<file path="config.mk">
export PLATFORM = sky130hd
export DESIGN_NAME = load_sequencer
export DESIGN_NICKNAME = d
export VERILOG_FILES = /design/src/rtl/load_seq_pkg.sv /design/src/rtl/bram_write_stream.sv /design/src/rtl/load_sequencer.sv
export SDC_FILE = /design/constraint.sdc
export NUM_CORES = 1
export LEC_CHECK = 0
export BUFFER_PORTS_ARGS = -buffer_cell sky130_fd_sc_hd__buf_2
export CORE_UTILIZATION = 50
export CTS_CLUSTER_DIAMETER = 60
export DETAILED_ROUTE_END_ITERATION = 7
export PLACE_DENSITY = 0.74
export SYNTH_ARGS = -nofsm -noshare
export SYNTH_HDL_FRONTEND = slang
export SYNTH_HIERARCHICAL = 1
export SYNTH_SLANG_ARGS = --single-unit
</file>
<file path="constraint.sdc">
create_clock -name clk -period 2.8 [get_ports clk]
set_input_delay 0.14 -clock clk [delete_from_list [all_inputs] [get_ports clk]]
set_output_delay 0.14 -clock clk [all_outputs]
set_load 0.01 [all_outputs]
</file>
<file path="src/rtl/load_seq_pkg.sv">
// Shared load policy for the scheduler load path: FSM states, batches per layer and load sizes.
// Pure declarations; no logic or latency of its own.
package load_seq_pkg;

  typedef enum logic [2:0] {
    ST_REQ,
    ST_STREAM,
    ST_WAIT_START,
    ST_WAIT_BATCH,
    ST_WAIT_LAYER
  } state_t;

  // Highest batch index per layer (L0:8, L1:4, L2:1, L3:1 batches)
  localparam logic [2:0]  MAX_BATCH    [4] = '{3'd7, 3'd3, 3'd0, 3'd0};
  localparam logic [15:0] IFMAP_WORDS  [4] = '{16'd512, 16'd256, 16'd128, 16'd64};
  localparam logic [15:0] WEIGHT_WORDS [4] = '{16'd256, 16'd256, 16'd512, 16'd512};

  function automatic logic [15:0] load_len(input logic is_weight, input logic [1:0] layer);
    return is_weight ? WEIGHT_WORDS[layer] : IFMAP_WORDS[layer];
  endfunction

endpackage

</file>
<file path="src/rtl/bram_write_stream.sv">
// Turns accepted stream beats into sequential BRAM writes starting at address 0.
// Latency: 1 cycle beat-to-write; last flags the final write. s_ready high only while a load is armed.
module bram_write_stream #(
  parameter int DATA_W = 16,
  parameter int ADDR_W = 10
) (
  input  logic              clk,
  input  logic              rst_n,
  input  logic              start,
  input  logic [ADDR_W:0]   len,
  input  logic              s_valid,
  output logic              s_ready,
  input  logic [DATA_W-1:0] s_data,
  output logic              bram_we,
  output logic [ADDR_W-1:0] bram_addr,
  output logic [DATA_W-1:0] bram_wdata,
  output logic              last
);

  localparam logic [ADDR_W:0] ONE = 1;

  logic            active;
  logic [ADDR_W:0] cnt;
  logic [ADDR_W:0] last_idx;

  assign s_ready = active;

  always_ff @(posedge clk or negedge rst_n) begin
    if (!rst_n) begin
      active     <= 1'b0;
      cnt        <= '0;
      last_idx   <= '0;
      bram_we    <= 1'b0;
      bram_addr  <= '0;
      bram_wdata <= '0;
      last       <= 1'b0;
    end else begin
      bram_we <= 1'b0;
      last    <= 1'b0;
      if (start) begin
        active   <= 1'b1;
        cnt      <= '0;
        last_idx <= len - ONE;
      end else if (active && s_valid) begin
        bram_we    <= 1'b1;
        bram_addr  <= cnt[ADDR_W-1:0];
        bram_wdata <= s_data;
        cnt        <= cnt + ONE;
        if (cnt == last_idx) begin
          active <= 1'b0;
          last   <= 1'b1;
        end
      end
    end
  end

endmodule

</file>
<file path="src/rtl/load_sequencer.sv">
// Walks layer/batch order issuing ifmap/weight DMA loads into BRAM and raising the write-done levels.
// Latency: done 1 cycle after last write; req held until req_ready. LOAD_SEQ_PREFETCH_EN enables ping-pong weight prefetch.
module load_sequencer #(
  parameter int DATA_W = 16,
  parameter int ADDR_W = 10
) (
  input  logic              clk,
  input  logic              rst_n,
  input  logic              sched_start,
  input  logic              batch_complete_signal,
  input  logic              all_batches_complete,
  output logic              req_valid,
  input  logic              req_ready,
  output logic              req_is_weight,
  output logic [1:0]        req_layer,
  output logic [2:0]        req_batch,
  output logic [ADDR_W:0]   req_len,
  input  logic              s_valid,
  output logic              s_ready,
  input  logic [DATA_W-1:0] s_data,
  output logic              bram_we,
  output logic              bram_sel_weight,
  output logic [ADDR_W-1:0] bram_addr,
  output logic [DATA_W-1:0] bram_wdata,
  output logic              weight_bank,
  output logic              ifmap_write_done,
  output logic              weight_write_done,
  output logic              loader_busy,
  output logic              err_start_early
);
  import load_seq_pkg::*;

  localparam int LEN_W = ADDR_W + 1;

  state_t      state;
  logic [1:0]  ld_layer;
  logic [2:0]  ld_batch;
  logic        ld_is_weight;
  logic        ld_bank;
  logic        wr_last;
  logic [ADDR_W:0] cur_len;
  logic        accept;

  assign cur_len = LEN_W'(load_len(ld_is_weight, ld_layer));
  assign accept  = (state == ST_REQ) && req_valid && req_ready;

  // Request fields come straight from the load registers, which are frozen while req_valid is high
  assign req_is_weight   = req_valid & ld_is_weight;
  assign req_layer       = req_valid ? ld_layer : 2'd0;
  assign req_batch       = (req_valid && ld_is_weight) ? ld_batch : 3'd0;
  assign req_len         = req_valid ? cur_len : '0;
  assign loader_busy     = (state == ST_REQ && req_valid) || (state == ST_STREAM);
  assign bram_sel_weight = bram_we & ld_is_weight;

  bram_write_stream #(.DATA_W(DATA_W), .ADDR_W(ADDR_W)) u_stream (
    .clk        (clk),
    .rst_n      (rst_n),
    .start      (accept),
    .len        (cur_len),
    .s_valid    (s_valid),
    .s_ready    (s_ready),
    .s_data     (s_data),
    .bram_we    (bram_we),
    .bram_addr  (bram_addr),
    .bram_wdata (bram_wdata),
    .last       (wr_last)
  );

  always_ff @(posedge clk or negedge rst_n) begin
    if (!rst_n) begin
      state             <= ST_REQ;
      ld_layer          <= 2'd0;
      ld_batch          <= 3'd0;
      ld_is_weight      <= 1'b0;
      ld_bank           <= 1'b0;
      req_valid         <= 1'b0;
      weight_bank       <= 1'b0;
      ifmap_write_done  <= 1'b0;
      weight_write_done <= 1'b0;
      err_start_early   <= 1'b0;
    end else begin
      if (sched_start && state != ST_WAIT_START)
        err_start_early <= 1'b1;
      case (state)
        ST_REQ: begin
          // Only reached with req_valid low straight out of reset
          if (!req_valid) begin
            req_valid <= 1'b1;
            if (ld_is_weight) weight_write_done <= 1'b0;
            else              ifmap_write_done  <= 1'b0;
          end else if (req_ready) begin
            req_valid <= 1'b0;
            state     <= ST_STREAM;
          end
        end
        ST_STREAM: begin
          if (wr_last) begin
            if (ld_is_weight) begin
              weight_write_done <= 1'b1;
              weight_bank       <= ld_bank;
              state             <= ST_WAIT_START;
            end else begin
              ifmap_write_done  <= 1'b1;
              weight_write_done <= 1'b0;
              ld_is_weight      <= 1'b1;
              ld_batch          <= 3'd0;
              req_valid         <= 1'b1;
              state             <= ST_REQ;
            end
          end
        end
        ST_WAIT_START: begin
          if (sched_start) begin
            if (ld_batch < MAX_BATCH[ld_layer]) begin
              ld_batch <= ld_batch + 3'd1;
`ifdef LOAD_SEQ_PREFETCH_EN
              ld_bank           <= ~ld_bank;
              weight_write_done <= 1'b0;
              req_valid         <= 1'b1;
              state             <= ST_REQ;
`else
              state <= ST_WAIT_BATCH;
`endif
            end else begin
              state <= ST_WAIT_LAYER;
            end
          end
        end
        ST_WAIT_BATCH: begin
          if (batch_complete_signal) begin
            ld_bank           <= 1'b0;
            weight_write_done <= 1'b0;
            req_valid         <= 1'b1;
            state             <= ST_REQ;
          end
        end
        ST_WAIT_LAYER: begin
          if (all_batches_complete) begin
            ld_layer          <= ld_layer + 2'd1;
            ld_batch          <= 3'd0;
            ld_bank           <= 1'b0;
            ld_is_weight      <= 1'b0;
            weight_bank       <= 1'b0;
            ifmap_write_done  <= 1'b0;
            weight_write_done <= 1'b0;
            req_valid         <= 1'b1;
            state             <= ST_REQ;
          end
        end
        default: state <= ST_REQ;
      endcase
    end
  end

endmodule

</file>
==> impl_metrics.csv, run 1 <==
group,metric,value,unit
floorplanning,start_util,52.6,%
sta,setup_ws,0.649,ns
drt,via_per_inst,5.34,
job,max_cap_viol_count,0,
synth,synthXorXnorAreaFrac,4.41,%
global_routing,grt_pass1_wl,10900,microns
synth,ys_warn_count,6,
drt,wirelength,6490,microns
finish,seq_area,1600,sq um
power,power.total,3.80,mW
power,p_sw_share,37.5,%
power,combPwrFrac,40.8,%
floorplanning,pin_count,75,
synth,ys_types,57,
clock_network,clkTransAtPathRegs,0.07,ns
synth,dominantRegCellSynth,"dfrtp_1",
finish,multi_input_area,1690,sq um
clock_network,htree_num_levels,3,
drt,top_layer_used,"met4",
run_status,violations,"design-rule violations",
sta,fmax,465,MHz
synth,synth-compound-area-share,12.8,%
sta,final-max-slew-violation-count,0,
hold_path,min_to,"u_stream/bram_wdata[14]",
worst_setup_path,r2r-end,"u_stream/last_idx[10]",
worst_setup_path,critPathLaunchType,"flop",
drt,vias,2592,
worst_setup_path,rrSetupSlack,0.65,ns
synth,synth_cells,314,
hold_path,hold_depth,2,
finish,nFillCells,522,
worst_setup_path,crit_fanout,6,
synth,ys_ff_latch,64,
synth,yosys.area_share.simple,16.3,%
global_routing,grt_pass1_vias,2400,
worst_setup_path,crit_arrival,2.41,ns
sta,hold_violations,0,
place,gp_congestion,0.865,
place,dpl_cell_area,3810,sq um
synth,synth-adder-area-share,3.33,%
place,hpwl,4580,microns
power,p_leak,1.91,nW
synth,synth_top_family_by_area,"simple AND/OR/NAND/NOR gates",
sta,tightestPinTransition,0.533,ns
power,internal_power,2.37,mW
worst_setup_path,critPathCaptureType,"flop",
finish,layout.nets,435,
hold_path,hp-start,"s_data[14]",
synth,synth_area,3380,sq um
worst_setup_path,required,3.06,ns
global_routing,grt_overflow,0,
synth,synth-edff-count,0,
finish,design_area,4030,sq um
drt,ant_nets,0,
global_routing,grt_max_degree,44,
hold_path,hp-class,"in2reg",
sta,fin_crit_sh,76.8,%
power,ir_worst_vdd,0.542,mV
floorplanning,core-area,6420,sq um
run_status,status,"finished with violations",
finish,final_layout_size_suffix_gt1_share,30.9,%
sta,setup_violations,0,
synth,ys_seq_area_share,47.4,%
worst_setup_path,r2r-start,"ld_layer[1]",
power,power.net_switching,1.42,mW
floorplanning,fp.dieH,84.2,microns
finish,n_antenna_cell,0,
power,powerDensity,942,nW/um^2
floorplanning,rows,29,
sta,setup_tns,0,ns
drt,drt-met1-wl,3010,microns
place,dp.cells,468,
worst_setup_path,rr_worst_depth,6,
clock_network,cts_buffers,9,
power,p_seq_share,38.1,%
finish,area_growth,19.2,%
sta,rsz0062_at_grt,"false",
global_routing,antenna_found_initial,0,
sta,min_period,2.15,ns
place,place_worst_setup_slack,0.686,ns
clock_network,cts_tree,"built",
synth,synth-async-reset-ratio,100,%
drt,dr_wl_met2,3000,microns
drt,drc,18,
drt,wl_met3,399,microns
clock_network,clk_latency,0.34,ns
floorplanning,die_x,84.2,microns
synth,syn-mean-instance-area,10.8,sq um
worst_setup_path,crit_type,"reg2reg",
drt,drt_iter0_drc,186,
sta,slew_headroom,64.5,%
global_routing,grt_usage,19.3,%
power,power_frac_clock,21.0,%
sta,fin_skew,0.00726,ns
finish,layout.cells.non_filler,485,
synth,synthMuxAreaShare,9.74,%
place,port_buffers,66,
drt,wl_per_cell,13.4,microns
drt,dr.pass1.iters,6,
clock_network,clock_path_buffers,2,
floorplanning,dieArea,7090,sq um
clock_network,cts.sinks,64,
clock_network,cts_root_buf,"clkbuf_8",
-- metrics by stage --
step | utilization [%] | hold slack [ns]
final | 62.7 | 0.0300
after global routing | 62.7 | 0.0131
after CTS | 62.7 | 0.0120
after detailed placement | 59.4 | 0.136
after global placement | 59.4 | 0.144
after floorplan | - | -0.156
-- power by group through the flow --
stage | Combinational [mW] | Sequential, mW | Clock, mW
2_1_floorplan | 1.13 | 1.45 | 0
3_3_place_gp | 1.51 | 1.45 | 0
3_5_place_dp | 1.54 | 1.46 | 0
4_1_cts | 1.55 | 1.45 | 0.820
5_1_grt | 1.72 | 1.49 | 0.865
6_report | 1.55 | 1.45 | 0.798
-- state kept, by name (all words and copies together), names as in the netlist, 2 cells and up --
register / flops
ld_layer: 2
u_stream/bram_wdata: 16
state: 3
u_stream/bram_addr: 10
u_stream/cnt: 11
ld_batch: 3
u_stream/last_idx: 11
-- worst max-delay path, cell delays in order, from the launching register on --
cell and delay [ns]:
dfrtp_1 0.46, inv_1 0.12, ha_1 0.20, o21a_1 0.22
or4_1 0.50, or4_1 0.42, a31oi_1 0.17
-- cell usage after synthesis, types with 2 or more instances --
cell type	count	area [sq um]
nand3_1	9	45.0
or4_1	7	52.6
o311ai_1	2	17.5
and2_1	6	37.5
xor2_1	5	43.8
a31oi_1	8	50.1
buf_4	11	82.6
nand2b_1	5	31.3
a21o_1	2	15.0
buf_2	3	15.0
inv_1	12	45.0
clkbuf_1	6	22.5
o41ai_1	2	17.5
and3_1	5	31.3
nor4_1	4	25.0
o32a_1	2	20.0
or3_1	6	37.5
mux2_2	27	304
nor2b_1	7	43.8
dfrtp_1	64	1600
o21ai_0	12	60.1
ha_1	9	113
or2_2	2	12.5
xnor2_1	12	105
nor2_1	17	63.8
o21a_1	4	30.0
nand2_1	12	45.0
o31ai_1	5	37.5
buf_1	2	7.51
nand3b_1	2	15.0
nand4_1	5	31.3
a21oi_1	13	65.1
or3_2	2	15.0
-- cell type report --
| class | instances | area share [%] |
|---|---|---|
| timing repair buffer | 72 | 9.38 |
| sequential | 64 | 39.8 |
| tap | 77 | 2.39 |
| clock buffer | 10 | 3.42 |
| inverter | 13 | 1.55 |
| clock inverter | 6 | 1.68 |
| multi-input combinational | 243 | 41.8 |
-- cells by family (layout without fill, tap and decap cells) --
kind of cell / count (synthesis) / in the layout
xor+xnor: 17 / 17
mux: 29 / 29
other cells: 1 / 30
flops: 64 / 64
simple gates: 96 / 96
fa+ha+maj: 9 / 9
compound gates: 62 / 62
buf+inv: 36 / 101
-- layer usage --
metal	global-route usage, %	vias up
met1	25.2	1223
li1	-	1278
met5	0	-
met3	5.31	9
met2	29.8	82
met4	9.25	0
-- cell usage in the layout, fill, tap and decap left out, drive strengths merged, types with 5 or more instances in the layout --
cell,count
and3,5
nand4,5
conb,30
nor2,17
or4,7
nand2b,5
clkbuf,10
xor2,5
o31ai,5
nor2b,7
nand2,12
ha,9
mux2,28
dfrtp,64
nand3,9
xnor2,12
inv,13
buf,71
a21oi,14
o21ai,13
or3,8
a31oi,8
and2,6
-- how the worst max path moves through the flow --
stage / startpoint / endpoint / slack [ns]
global route: ld_is_weight / u_stream/last_idx[10] / 0.55
floorplan: state[2] / u_stream/bram_addr[2] / 0.58
finish: ld_layer[1] / u_stream/last_idx[10] / 0.65
CTS: ld_layer[1] / u_stream/last_idx[10] / 0.67
detailed placement: ld_layer[1] / u_stream/last_idx[10] / 0.69
global placement: ld_layer[1] / u_stream/last_idx[10] / 0.75
-- repair_timing --
action / 4_1_cts / 5_1_grt
resized for setup: 0 / 0
hold buffers: 1 / 0
endpoints found under the hold margin: 21 / 0
setup buffers: 0 / 0
No activity file was read; power rests on OpenSTA's default activity.
==> run 2, diff against run 1 <==
--- a/config.mk
+++ b/config.mk
@@ -6,10 +6,10 @@
 export NUM_CORES = 1
 export LEC_CHECK = 0
 export BUFFER_PORTS_ARGS = -buffer_cell sky130_fd_sc_hd__buf_2
-export CORE_UTILIZATION = 50
+export CORE_UTILIZATION = 49
 export CTS_CLUSTER_DIAMETER = 60
 export DETAILED_ROUTE_END_ITERATION = 7
-export PLACE_DENSITY = 0.74
+export PLACE_DENSITY = 0.76
 export SYNTH_ARGS = -nofsm -noshare
 export SYNTH_HDL_FRONTEND = slang
 export SYNTH_HIERARCHICAL = 1
==> constraint.sdc (replaced) <==
create_clock -name clk -period 1.9 [get_ports clk]
set_input_delay 0.095 -clock clk [delete_from_list [all_inputs] [get_ports clk]]
set_output_delay 0.095 -clock clk [all_outputs]
set_load 0.01 [all_outputs]
==> run 2 against run 1 <==
Net effect: the flow finishes with violations (negative setup slack); highest routed layer unchanged; non-clock buffer count is 28 higher; final area is 6.8% higher; cell count is 5.8% higher; maximum frequency up 7.7%; flip-flop and latch count unchanged; global-route usage rose by 2.6 points; worst hold slack lost 0.011 ns; worst setup slack worse by 0.75 ns; register-to-register slack got worse by 0.75 ns; utilization up 3.5 points.
==> impl_metrics.csv, run 2 (synthesis gave the netlist of run 1 again) <==
group,metric,value,unit
sta,rsz0062_at_grt,"true",
finish,layout_common_cells,"66 x buf_2, 63 x dfrtp_1, 30 x conb_1, 27 x mux2_2, 17 x buf_4",
finish,largest_reg_flops,16,
global_routing,grt_max_degree,50,
place,dp.cells,480,
worst_setup_path,path_cells,"inv_2 -> ha_2 -> o21a_1 -> or4_4 -> or4_1 -> a31oi_1",
sta,setup_ws,-0.0985,ns
sta,hold_violations,0,
power,combPwrFrac,46.0,%
clock_network,htree_num_levels,3,
worst_setup_path,required,2.17,ns
worst_setup_path,rrSetupSlack,-0.1,ns
finish,nFillCells,503,
drt,wirelength,7330,microns
drt,dr.pass1.iters,4,
worst_setup_path,crit_fanout,4,
sta,setup_violations,2,
finish,area_growth,27.4,%
hold_path,hp-class,"in2reg",
drt,via_per_inst,5.26,
job,max_cap_viol_count,0,
power,p_seq_share,36.6,%
drt,drc,0,
hold_path,hold_depth,2,
floorplanning,pin_count,75,
run_status,status,"finished with violations",
worst_setup_path,critPathLaunchType,"flop",
power,ir_worst_vdd,0.807,mV
worst_setup_path,slowest_stage,"or4_4",
power,p_sw_share,38.3,%
global_routing,grt_pass1_vias,2625,
floorplanning,rows,29,
floorplanning,core-area,6490,sq um
floorplanning,dieArea,7230,sq um
sta,whs,0.0185,ns
hold_path,hp-start,"s_data[11]",
worst_setup_path,r2r-end,"u_stream/last_idx[10]",
finish,final_layout_size_suffix_gt1_share,34.6,%
drt,wl_per_cell,14.3,microns
finish,seq_area,1600,sq um
drt,vias,2696,
place,dpl_cell_area,3930,sq um
finish,multi_input_area,1730,sq um
floorplanning,fp.dieH,85.0,microns
clock_network,cts_buffers,9,
finish,layout.nets,463,
global_routing,grt_usage,21.9,%
run_status,violations,"negative setup slack",
place,port_buffers,66,
worst_setup_path,critPathCaptureType,"flop",
worst_setup_path,crit_type,"reg2reg",
global_routing,antenna_found_initial,0,
sta,setup_tns,-0.152,ns
clock_network,cts_root_buf,"clkbuf_8",
clock_network,cts_tree,"built",
finish,n_antenna_cell,0,
finish,design_area,4300,sq um
power,power.net_switching,2.20,mW
sta,fin_skew,0.00348,ns
power,p_leak,2.03,nW
floorplanning,start_util,52.0,%
finish,final_common_cell,"buf_2",
power,power.total,5.75,mW
clock_network,cts.sinks,64,
finish,layout.cells.non_filler,513,
sta,final-max-slew-violation-count,0,
finish,max_flop_register,"u_stream/bram_wdata",
clock_network,clk_latency,0.34,ns
global_routing,grt_overflow,0,
sta,fmax,500,MHz
power,internal_power,3.55,mW
power,power_frac_clock,17.5,%
clock_network,clock_path_buffers,2,
worst_setup_path,r2r-start,"ld_layer[1]",
drt,drt_iter0_drc,180,
sta,min_period,2.00,ns
global_routing,grt_pass1_wl,12200,microns
worst_setup_path,crit_arrival,2.26,ns
finish,largest_registers,"u_stream/bram_wdata x16, u_stream/cnt x11, u_stream/last_idx x11",
clock_network,clkTransAtPathRegs,0.07,ns
place,gp_congestion,0.810,
place,hpwl,5040,microns
worst_setup_path,rr_worst_depth,6,
drt,ant_nets,0,
worst_setup_path,slowest_delay,0.53,ns
hold_path,min_to,"u_stream/bram_wdata[11]",
power,powerDensity,1340,nW/um^2
floorplanning,die_x,85.0,microns
sta,fin_crit_sh,105,%
## run 2: worst max-delay path by stage
stage | start | depth (start not counted) | end
after floorplan | req_valid | 6 | u_stream/s_ready
after global placement | ld_layer[0] | 6 | u_stream/last_idx[10]
after detailed placement | ld_layer[0] | 6 | u_stream/last_idx[10]
after CTS | ld_layer[1] | 6 | u_stream/last_idx[10]
after global routing | ld_layer[1] | 6 | u_stream/last_idx[10]
final | ld_layer[1] | 6 | u_stream/last_idx[10]
## run 2: final cells by class
class | instances | area share, %
multi-input cells | 243 | 40.3
inverters | 13 | 1.45
clock buffers | 9 | 2.88
repair buffers | 100 | 14.8
flip-flops and latches | 64 | 37.2
clock inverters | 7 | 1.10
well taps | 77 | 2.24
## run 2: worst max-delay path, delay by kind of cell, from the launching register on
family	cells	cell delay (ns)
flops	1	0.41
fa+ha+maj	1	0.17
compound gates	2	0.34
buf+inv	1	0.07
simple gates	2	0.93
## run 2: timing repair
| action | in CTS | in global routing |
|---|---|---|
| buffers inserted | 1 | 0 |
| hold buffers | 16 | 0 |
| gates resized for setup | 2 | 8 |
| endpoints found under the setup margin | 4 | 10 |
| endpoints found under the hold margin | 30 | 0 |
| pin swaps | 2 | 5 |
## run 2: stage by stage
step           setup WS, ns  utilization [%]
3_5_place_dp        -0.0983             60.5
2_1_floorplan       -0.0456                -
5_1_grt              -0.176             66.3
3_3_place_gp        -0.0274             60.5
6_report            -0.0985             66.3
4_1_cts              -0.110             65.9
## run 2: routing by layer
metal  routed length, microns  vias to the layer above  share of wire, %  GRT usage [%]
met5                        0                        -                 0              0
met4                      164                        0               2.2           11.1
met3                      444                       15               6.1           4.47
met2                     3460                       94                47           35.6
met1                     3260                     1259                44           27.8
li1                         -                     1328                 -              -
## run 2: power groups by stage
stage	Combinational [mW]	Sequential [mW]	Clock (mW)
after floorplan	1.73	2.15	0
after global placement	2.44	2.09	0
after detailed placement	2.51	2.11	0
after CTS	2.57	2.09	1.03
after global routing	2.89	2.15	1.09
final	2.64	2.10	1.00
